`src/rtl/shared_buff_sched_pkg.sv`:
```
// Shared types and helpers for the shared-buffer egress scheduler.
// Queue ids, weight normalisation and one-hot encoding live here so the top and its bench agree.
package shared_buff_sched_pkg;

  localparam int WW_DEFAULT = 4;
  localparam int Q_DEFAULT  = 4;
  localparam int Q_MAX      = 32;

  typedef logic [$clog2(Q_DEFAULT)-1:0] qid_t;

  function automatic int qid_width(input int q);
    return (q < 2) ? 1 : $clog2(q);
  endfunction

  // A zero weight still earns one grant per turn so a queue can never be starved by configuration.
  function automatic logic [31:0] eff_w(input logic [31:0] w);
    return (w == 32'd0) ? 32'd1 : w;
  endfunction

  function automatic logic [Q_MAX-1:0] onehot(input logic [4:0] idx);
    return {{(Q_MAX-1){1'b0}}, 1'b1} << idx;
  endfunction

endpackage

```
`src/rtl/shared_buff_rr_pick.sv`:
```
// Combinational circular first-one finder: returns the first set request at or after i_start,
// wrapping past Q-1 back to 0.
module shared_buff_rr_pick
  import shared_buff_sched_pkg::*;
#(
  parameter int Q  = Q_DEFAULT,
  parameter int QW = qid_width(Q)
) (
  input  logic [Q-1:0]  i_req,
  input  logic [QW-1:0] i_start,
  output logic          o_found,
  output logic [QW-1:0] o_idx
);

  function automatic logic [QW-1:0] wrapIdx(input logic [QW-1:0] s, input int i);
    int c;
    c = int'(s) + i;
    if (c >= Q) c = c - Q;
    return QW'(c);
  endfunction

  // Walk from the farthest candidate back to i_start so the nearest set bit wins.
  always_comb begin
    o_found = 1'b0;
    o_idx   = '0;
    for (int i = Q - 1; i >= 0; i--) begin
      if (i_req[wrapIdx(i_start, i)]) begin
        o_found = 1'b1;
        o_idx   = wrapIdx(i_start, i);
      end
    end
  end

endmodule

```
`src/rtl/shared_buff_pop_sched.sv`:
```
// Weighted round-robin pop scheduler for the shared buffer's read port, with a one-entry
// output register and valid/ready handshake toward the single downstream sink.
module shared_buff_pop_sched
  import shared_buff_sched_pkg::*;
#(
  parameter int DW = 8,
  parameter int Q  = Q_DEFAULT,
  parameter int WW = WW_DEFAULT
) (
  input  logic                 clk,
  input  logic                 arst,
  input  logic                 enable_i,
  input  logic [Q*WW-1:0]      weight_i,
  input  logic [Q-1:0]         buf_valid_i,
  input  logic [DW-1:0]        buf_data_i,
  output logic                 buf_pop_o,
  output logic [Q-1:0]         buf_pop_sel_o,
  output logic                 out_valid_o,
  output logic [DW-1:0]        out_data_o,
  output logic [$clog2(Q)-1:0] out_qid_o,
  input  logic                 out_ready_i
);

  localparam int QW = qid_width(Q);
  localparam logic [QW-1:0] LAST_Q = QW'(Q - 1);

  logic [QW-1:0]    r_ptr;
  logic [WW-1:0]    r_credit;
  logic             r_outValid;
  logic [DW-1:0]    r_outData;
  logic [QW-1:0]    r_outQid;

  logic [QW-1:0]    w_start;
  logic             w_pickFound;
  logic [QW-1:0]    w_pickIdx;
  logic             w_stay;
  logic [QW-1:0]    w_sel;
  logic             w_slotFree;
  logic             w_issue;
  logic [WW-1:0]    w_selWeight;
  logic [WW-1:0]    w_reload;
  logic [Q_MAX-1:0] w_sel1hot;

  shared_buff_rr_pick #(
    .Q  (Q),
    .QW (QW)
  ) u_pick (
    .i_req   (buf_valid_i),
    .i_start (w_start),
    .o_found (w_pickFound),
    .o_idx   (w_pickIdx)
  );

  // out_ready_i reaches buf_pop_o through w_slotFree in the same cycle, which is what
  // allows one word per cycle with only a single output register.
  always_comb begin
    w_start     = (r_ptr == LAST_Q) ? '0 : r_ptr + 1'b1;
    w_stay      = buf_valid_i[r_ptr] && (r_credit != '0);
    w_sel       = w_stay ? r_ptr : w_pickIdx;
    w_slotFree  = !r_outValid || out_ready_i;
    w_issue     = !arst && enable_i && w_slotFree && (|buf_valid_i);
    w_selWeight = weight_i[w_sel*WW +: WW];
    w_reload    = WW'(eff_w(32'(w_selWeight)) - 32'd1);
    w_sel1hot   = onehot(5'(w_sel));
    buf_pop_o     = w_issue;
    buf_pop_sel_o = w_issue ? w_sel1hot[Q-1:0] : '0;
  end

  // Weights are only sampled on a switch, so a weight change lands at that queue's next turn.
  always_ff @(posedge clk or posedge arst) begin
    if (arst) begin
      r_ptr      <= LAST_Q;
      r_credit   <= '0;
      r_outValid <= 1'b0;
      r_outData  <= '0;
      r_outQid   <= '0;
    end else if (w_issue) begin
      r_outValid <= 1'b1;
      r_outData  <= buf_data_i;
      r_outQid   <= w_sel;
      if (w_stay) begin
        r_credit <= r_credit - 1'b1;
      end else begin
        r_ptr    <= w_sel;
        r_credit <= w_reload;
      end
    end else if (out_ready_i) begin
      r_outValid <= 1'b0;
    end
  end

  assign out_valid_o = r_outValid;
  assign out_data_o  = r_outData;
  assign out_qid_o   = r_outQid;

`ifndef SYNTHESIS
  a_popValid: assert property (@(posedge clk) disable iff (arst)
    buf_pop_o |-> buf_valid_i[w_sel]);
  a_selOnehot: assert property (@(posedge clk) disable iff (arst)
    $onehot0(buf_pop_sel_o));
  a_noPopBlocked: assert property (@(posedge clk) disable iff (arst)
    !(buf_pop_o && r_outValid && !out_ready_i));
  a_pickFound: assert property (@(posedge clk) disable iff (arst)
    w_issue |-> (w_stay || w_pickFound));
`endif

endmodule

```
`config.mk`:
```
export PLATFORM = sky130hd
export DESIGN_NAME = shared_buff_pop_sched
export DESIGN_NICKNAME = d
export VERILOG_FILES = /design/src/rtl/shared_buff_sched_pkg.sv /design/src/rtl/shared_buff_rr_pick.sv /design/src/rtl/shared_buff_pop_sched.sv
export SDC_FILE = /design/constraint.sdc
export NUM_CORES = 1
export LEC_CHECK = 0
export ABC_AREA = 1
export CAP_MARGIN = 20
export CORE_MARGIN = 5
export CORE_UTILIZATION = 28
export CTS_CLUSTER_SIZE = 40
export DETAILED_ROUTE_END_ITERATION = 8
export PLACE_DENSITY = 0.54
export SETUP_SLACK_MARGIN = 0.15
export SLEW_MARGIN = 5
export SYNTH_ARGS = -nofsm -noshare
export SYNTH_HDL_FRONTEND = slang
export SYNTH_SLANG_ARGS = --single-unit
```
`constraint.sdc`:
```
create_clock -name clk -period 5.47 [get_ports clk]
set_input_delay 1.094 -clock clk [delete_from_list [all_inputs] [get_ports clk]]
set_output_delay 1.094 -clock clk [all_outputs]
set_load 0.02 [all_outputs]
```
==> results of run 1 <==
[worst min-delay path: cells and delay by family (launching register included)]
kind	cells	cell delay, ps
DFF	1	340
and+or+nand+nor	2	100
[cell type report]
cell class                      instances  area share (%)
Tap cell                               52            3.47
Timing Repair Buffer                   50            26.3
Clock inverter                          1           0.267
Sequential cell                        17            22.8
Inverter                               22            4.41
Multi-Input combinational cell        158            40.5
Clock buffer                            3            2.20
[how the worst min path moves through the flow]
stage	start	endpoint	slack (ps)	cells past startpoint
2_1_floorplan	r_credit[1]	r_credit[1]	450	2
3_3_place_gp	out_data_o[1]	out_data_o[1]	460	2
3_5_place_dp	out_data_o[4]	out_data_o[4]	470	2
4_1_cts	out_data_o[2]	out_data_o[2]	480	2
5_1_grt	out_data_o[5]	out_data_o[5]	510	2
6_report	out_data_o[6]	out_data_o[6]	480	2
[metal layers]
| layer | wire length, µm | share of wire [%] | vias up |
|---|---|---|---|
| met2 | 1360 | 42 | 53 |
| met3 | 263 | 8.0 | 10 |
| li1 | - | - | 744 |
| met4 | 51 | 1.6 | 0 |
| met5 | 0 | 0 | - |
| met1 | 1600 | 49 | 607 |
[power by group]
| part | internal (mW) | total, mW | switching (mW) |
|---|---|---|---|
| Sequential | 0.169 | 0.201 | 0.0320 |
| Combinational | 0.307 | 0.841 | 0.535 |
| Clock | 0.0504 | 0.0904 | 0.0400 |
[flip-flops by register name (all words and copies together) (netlist names)]
name,flops
out_qid_o,2
out_data_o,8
out_valid_o,1
r_ptr,2
r_credit,4
[kinds of logic after synthesis]
group	after synthesis
AOI/OAI and AO/OA	10
xor gates and xnor gates	1
adders and majority gates	3
buffers and inverters	26
DFF	17
and+or+nand+nor	144
[cell usage in the layout (no fill, tap or decap)]
cell / Yosys / final
o21ai_2: 1 / 1
xor2_1: 1 / 1
o21ai_1: 1 / 1
nor3_1: 2 / 2
nand2_1: 84 / 84
clkdlybuf4s50_1: 0 / 47
clkbuf_8: 0 / 3
o21ai_0: 6 / 6
o211a_1: 1 / 1
inv_2: 2 / 2
nand3b_1: 3 / 3
buf_4: 0 / 3
nand2_2: 7 / 7
nand3_2: 5 / 5
nor2_2: 2 / 2
ha_1: 3 / 3
dfrtp_1: 15 / 15
dfstp_2: 2 / 2
nor2_1: 11 / 11
a21oi_1: 1 / 1
nand4_1: 6 / 6
inv_1: 20 / 20
nand3_1: 24 / 24
clkinv_2: 0 / 1
[through the flow]
step / area [µm²] / std cells / power [mW] / hold WS (ps) / utilization [%]
after floorplan: 1290 / 201 / 0.875 / 453 / -
after global placement: 1830 / 299 / 1.06 / 462 / 41.4
after detailed placement: 1830 / 299 / 1.06 / 466 / 41.4
after CTS: 1870 / 303 / 1.15 / 484 / 42.4
after global routing: 1870 / 303 / 1.28 / 505 / 42.4
final: 1870 / 303 / 1.13 / 479 / 42.4
==> impl_metrics.ini, run 1 <==
[critical_path]
crit_slowest_cell = clkdlybuf4s50_1
crit_cells = 10
critPathTopFamily = buffers and inverters
cp.required_ps = 4380
crit_type = primary input to output pin
endpoint = buf_pop_sel_o[3]
worstPathArrival_ps = 3380
worstRegToRegCells = 18
path_cells = clkdlybuf4s50_1 > nand2_1 > nand3_1 > nand3_2 > inv_2 > nand2_1 > nand2_1 > nand2_1 > nor2_1 > clkdlybuf4s50_1
endpoint_kind = output pin
crit_path_start = buf_valid_i[1]
cp_num_buf_inv = 3
r2r-start = r_ptr[0]
cpMostUsedCell = nand2_1
slowest_delay_ps = 610
worstSetupStartpointType = primary input
critPathMaxFanout = 11
worstReg2RegEnd = r_credit[2]
ff2ff_setup_slack_ps = 2360

[hold_path]
hp-class = register to register

[layout]
syn_to_final_growth_pct = 44.8
drive_gt1_share_pct = 10.4
fin_nets = 287
fillCellCount = 477
diodes = 0
multi_input_area_um2 = 758
register_area_um2 = 428

[synthesis]
synth_xor_xnor_area_share_pct = 0.677
synth_area_leader_cell = dfrtp_1
synth-seq-cells = 17
yosys.area_share.simple_pct = 50.5
synth-compound-area-share_pct = 4.55
synth_common_cells = 84 x nand2_1, 24 x nand3_1, 20 x inv_1, 15 x dfrtp_1, 11 x nor2_1
synth_fp_nets = 236
yosysWarnings = 0
synth_edf_count = 0
async_reset_ff_share_pct = 100
yosysTopAreaCellShare_pct = 29.0
synth.avg_cell_area_um2 = 6.44
ys.flop_type = dfrtp_1
synth_top_family_by_area = simple AND/OR/NAND/NOR gates
synthTopCellsByArea = dfrtp_1 29%, nand2_1 24%, nand3_1 9.3%, inv_1 5.8%, dfstp_2 4.1%
syn-cell-area_um2 = 1290
ys_types = 23
syn_inst = 201
muxShareOfSynthArea_pct = 0
ys_seq_area_share_pct = 33.1
yosysMostFrequentCell = nand2_1
synth_fa_ha_area_share_pct = 2.90

[die]
die_h_um = 78.0
start_util_pct = 29.3
io_pins = 48
die_w_um = 78.0
die_area_um2 = 6080
core.rowCount = 24
coreArea_um2 = 4410

[timing]
worst-slew-pin-transition_ps = 378
fmax_mhz = 223
hold_viol = 0
setup_tns_ps = 0
setup_ws_ps = 995
fin_skew_ps = 6.64
fin_crit_sh_pct = 81.8
drv_slew = 0
setup_viol = 0
rsz0062_at_grt = no
layout_min_cycle_time_ps = 4480
slew_headroom_pct = 74.7

[placed_design]
io_buffers = 47
gp_congestion = 0.830
place_hpwl_mm = 2.62
pre_cts_ws_ps = 970

[global_routing]
grt_use_met2_pct = 16.9
grt_pass1_vias = 1337
antenna_found_initial = 0
overflow = 0
grt_pass1_wl_mm = 5.76
grt_max_degree = 20
grt.busiest_layer = met2
grtUsageMet3_pct = 2.20
grt_use_total_pct = 11.1
grtUsageMet1_pct = 15.2

[run_status]
outcome = complete, no violations

[cts]
cts_inserted_buffers = 3
hold_buffers = 0
clock_sinks = 17
insertion_delay_ps = 250
clk_pin_slew_worst_paths_ps = 60
cts_resized = 0
cts_tree = built
post_cts_buffers = 0
h-tree-depth = 1
cts_buffer_depth = 2
root_buffer = clkbuf_8

[routing]
dr.pass1.iters = 4
wl_per_cell_um = 10.8
vias = 1414
drc_errors = 0
vias_per_cell = 4.67
ant_nets = 0
dr.first_iter.drc_count = 55
totalWireLength_mm = 3.28

[pwr]
power_density_nw_per_um2 = 605
ir_worst_vdd_uv = 281
power_leakage_nw = 0.966

[flow_run]
cap_violations = 0
Note: power is estimated with default switching activity, not from simulation.
==> run 2: changes to the inputs <==
==> constraint.sdc (replaced) <==
create_clock -name clk -period 4.3 [get_ports clk]
set_input_delay 0.86 -clock clk [delete_from_list [all_inputs] [get_ports clk]]
set_output_delay 0.86 -clock clk [all_outputs]
set_load 0.02 [all_outputs]
==> run 2 against run 1 <==
Via count decreased by 2.1%. Worst setup slack worse by 610 ps. Sequential power increased by 26%. Utilization increased by 0.17 points. Register-to-register slack worse by 1200 ps. Cell area grew 0.40%. Clock power up 31%. Sequential cell count unchanged. Global-route usage is 0.37 points higher. Clock skew is 4.4 ps lower. Worst hold slack improved by 1.4 ps. First-iteration DRC count decreased by 62%. Critical path type is now register to output pin. Critical endpoint is now buf_pop_sel_o[1]. Largest power group unchanged.
==> impl_metrics.ini, run 2 (synthesis gave the netlist of run 1 again) <==
[flow_run]
cap_violations = 0

[placed_design]
place_hpwl_mm = 2.69
gp_congestion = 0.840
io_buffers = 47
pre_cts_ws_ps = 427

[cts]
cts_inserted_buffers = 3
root_buffer = clkbuf_8
clk_pin_slew_worst_paths_ps = 70
cts_buffer_depth = 2
hold_buffers = 0
post_cts_buffers = 0
insertion_delay_ps = 250
clock_sinks = 17
h-tree-depth = 1
cts_resized = 0
cts_tree = built

[pwr]
ir_worst_vdd_uv = 398
power_density_nw_per_um2 = 783
p_total_mw = 1.47
power_leakage_nw = 0.971

[critical_path]
endpoint_kind = output pin
cp_num_buf_inv = 3
cp.required_ps = 3440
critPathMaxFanout = 11
cpMostUsedCell = nand2_1
worstPathArrival_ps = 3060
worstSetupStartpointType = register
crit_type = register to output pin
critPathTopFamily = simple AND/OR/NAND/NOR gates
path_cells = inv_2 > ha_1 > inv_1 > nand2_1 > nand3_2 > nand3_1 > nand2_1 > nand2_1 > nand3_2 > nand2_2 > nor3_1 > clkdlybuf4s50_1
slowest_delay_ps = 630
crit_slowest_cell = clkdlybuf4s50_1

[global_routing]
overflow = 0
grt_pass1_vias = 1365
grt_pass1_wl_mm = 6.00
grt_use_total_pct = 11.4
antenna_found_initial = 0
grt_max_degree = 18

[timing]
setup_ws_ps = 384
fmax_mhz = 255
drv_slew = 0
hold_viol = 0
setup_viol = 0
worst-slew-pin-transition_ps = 348
rsz0062_at_grt = no
fin_skew_ps = 2.24
layout_min_cycle_time_ps = 3920
setup_tns_ps = 0
fin_crit_sh_pct = 91.1
slew_headroom_pct = 76.8

[layout]
final_cell_mix = 84 x nand2_1, 47 x clkdlybuf4s50_1, 24 x nand3_1
mostFrequentLayoutCell = nand2_1
diodes = 0
largest_reg_flops = 8
syn_to_final_growth_pct = 45.4
drive_gt1_share_pct = 10.7
fin_nets = 288
final_util_pct = 42.6

[routing]
vias = 1384
ant_nets = 0
wl_per_cell_um = 11.0
drc_errors = 0
dr.first_iter.drc_count = 21
vias_per_cell = 4.55
totalWireLength_mm = 3.36
dr.pass1.iters = 4

[die]
core.rowCount = 24
io_pins = 48
die_w_um = 78.0
die_area_um2 = 6080
start_util_pct = 29.3
die_h_um = 78.0
coreArea_um2 = 4410

[hold_path]
hp-class = register to register

[run_status]
outcome = complete, no violations
[run 2: changes by cell type in the layout (fill, tap and decap cells not counted), sizes merged]
cell  before  now
buf        3    4
[run 2: worst register-to-register path, cell delays in order, from the launching register on]
cell	delay [ps]
dfstp_2	620
inv_2	120
ha_1	380
inv_1	140
nand2_1	90
nand3_2	110
nand3_1	80
nand2_1	80
nand2_1	80
nand3_2	140
nand2_2	170
nand3_1	130
nand2_2	60
nor2_2	110
nand3_1	90
nand2_1	90
nand2_2	70
ha_1	200
xor2_1	150
nand2_1	60
nand2_1	40
[run 2: layer usage]
layer,track usage (%),vias up,share of wire [%]
met1,15.6,602,49
li1,-,743,-
met4,2.36,0,0.36
met2,18.5,37,43
met5,0,-,0
met3,2.43,2,7.3
[run 2: layout make-up]
cell class | count | area [µm²]
sequential | 17 | 428
fill | 455 | 2530
multi-input combinational | 158 | 758
clock buffer | 3 | 41.3
clock inverter | 1 | 5.00
tap | 52 | 65.1
timing repair buffer | 51 | 500
inverter | 22 | 82.6
[run 2: final timing paths]
check                      slack, ps               end  cells after the start     startpoint
max reg2reg                     1180       r_credit[2]                     20       r_ptr[0]
min in group asynchronous        960       r_credit[0]                      3           arst
max in group asynchronous       3090          r_ptr[0]                      3           arst
min                              480     out_data_o[3]                      2  out_data_o[3]
max                              380  buf_pop_sel_o[1]                     12       r_ptr[0]
min reg2reg                      480     out_data_o[3]                      2  out_data_o[3]
[run 2: where the power goes]
group / total, mW / internal (mW) / switching (mW)
combinational: 1.10 / 0.405 / 0.695
sequential: 0.254 / 0.215 / 0.0392
clock: 0.118 / 0.0642 / 0.0543
total: 1.47 / 0.684 / 0.789
[run 2: through the flow]
step	area, µm²	hold slack [ps]	std cells
detailed placement	1830	468	300
floorplan	1290	453	201
global route	1880	499	304
finish	1880	481	304
CTS	1880	486	304
global placement	1830	464	300
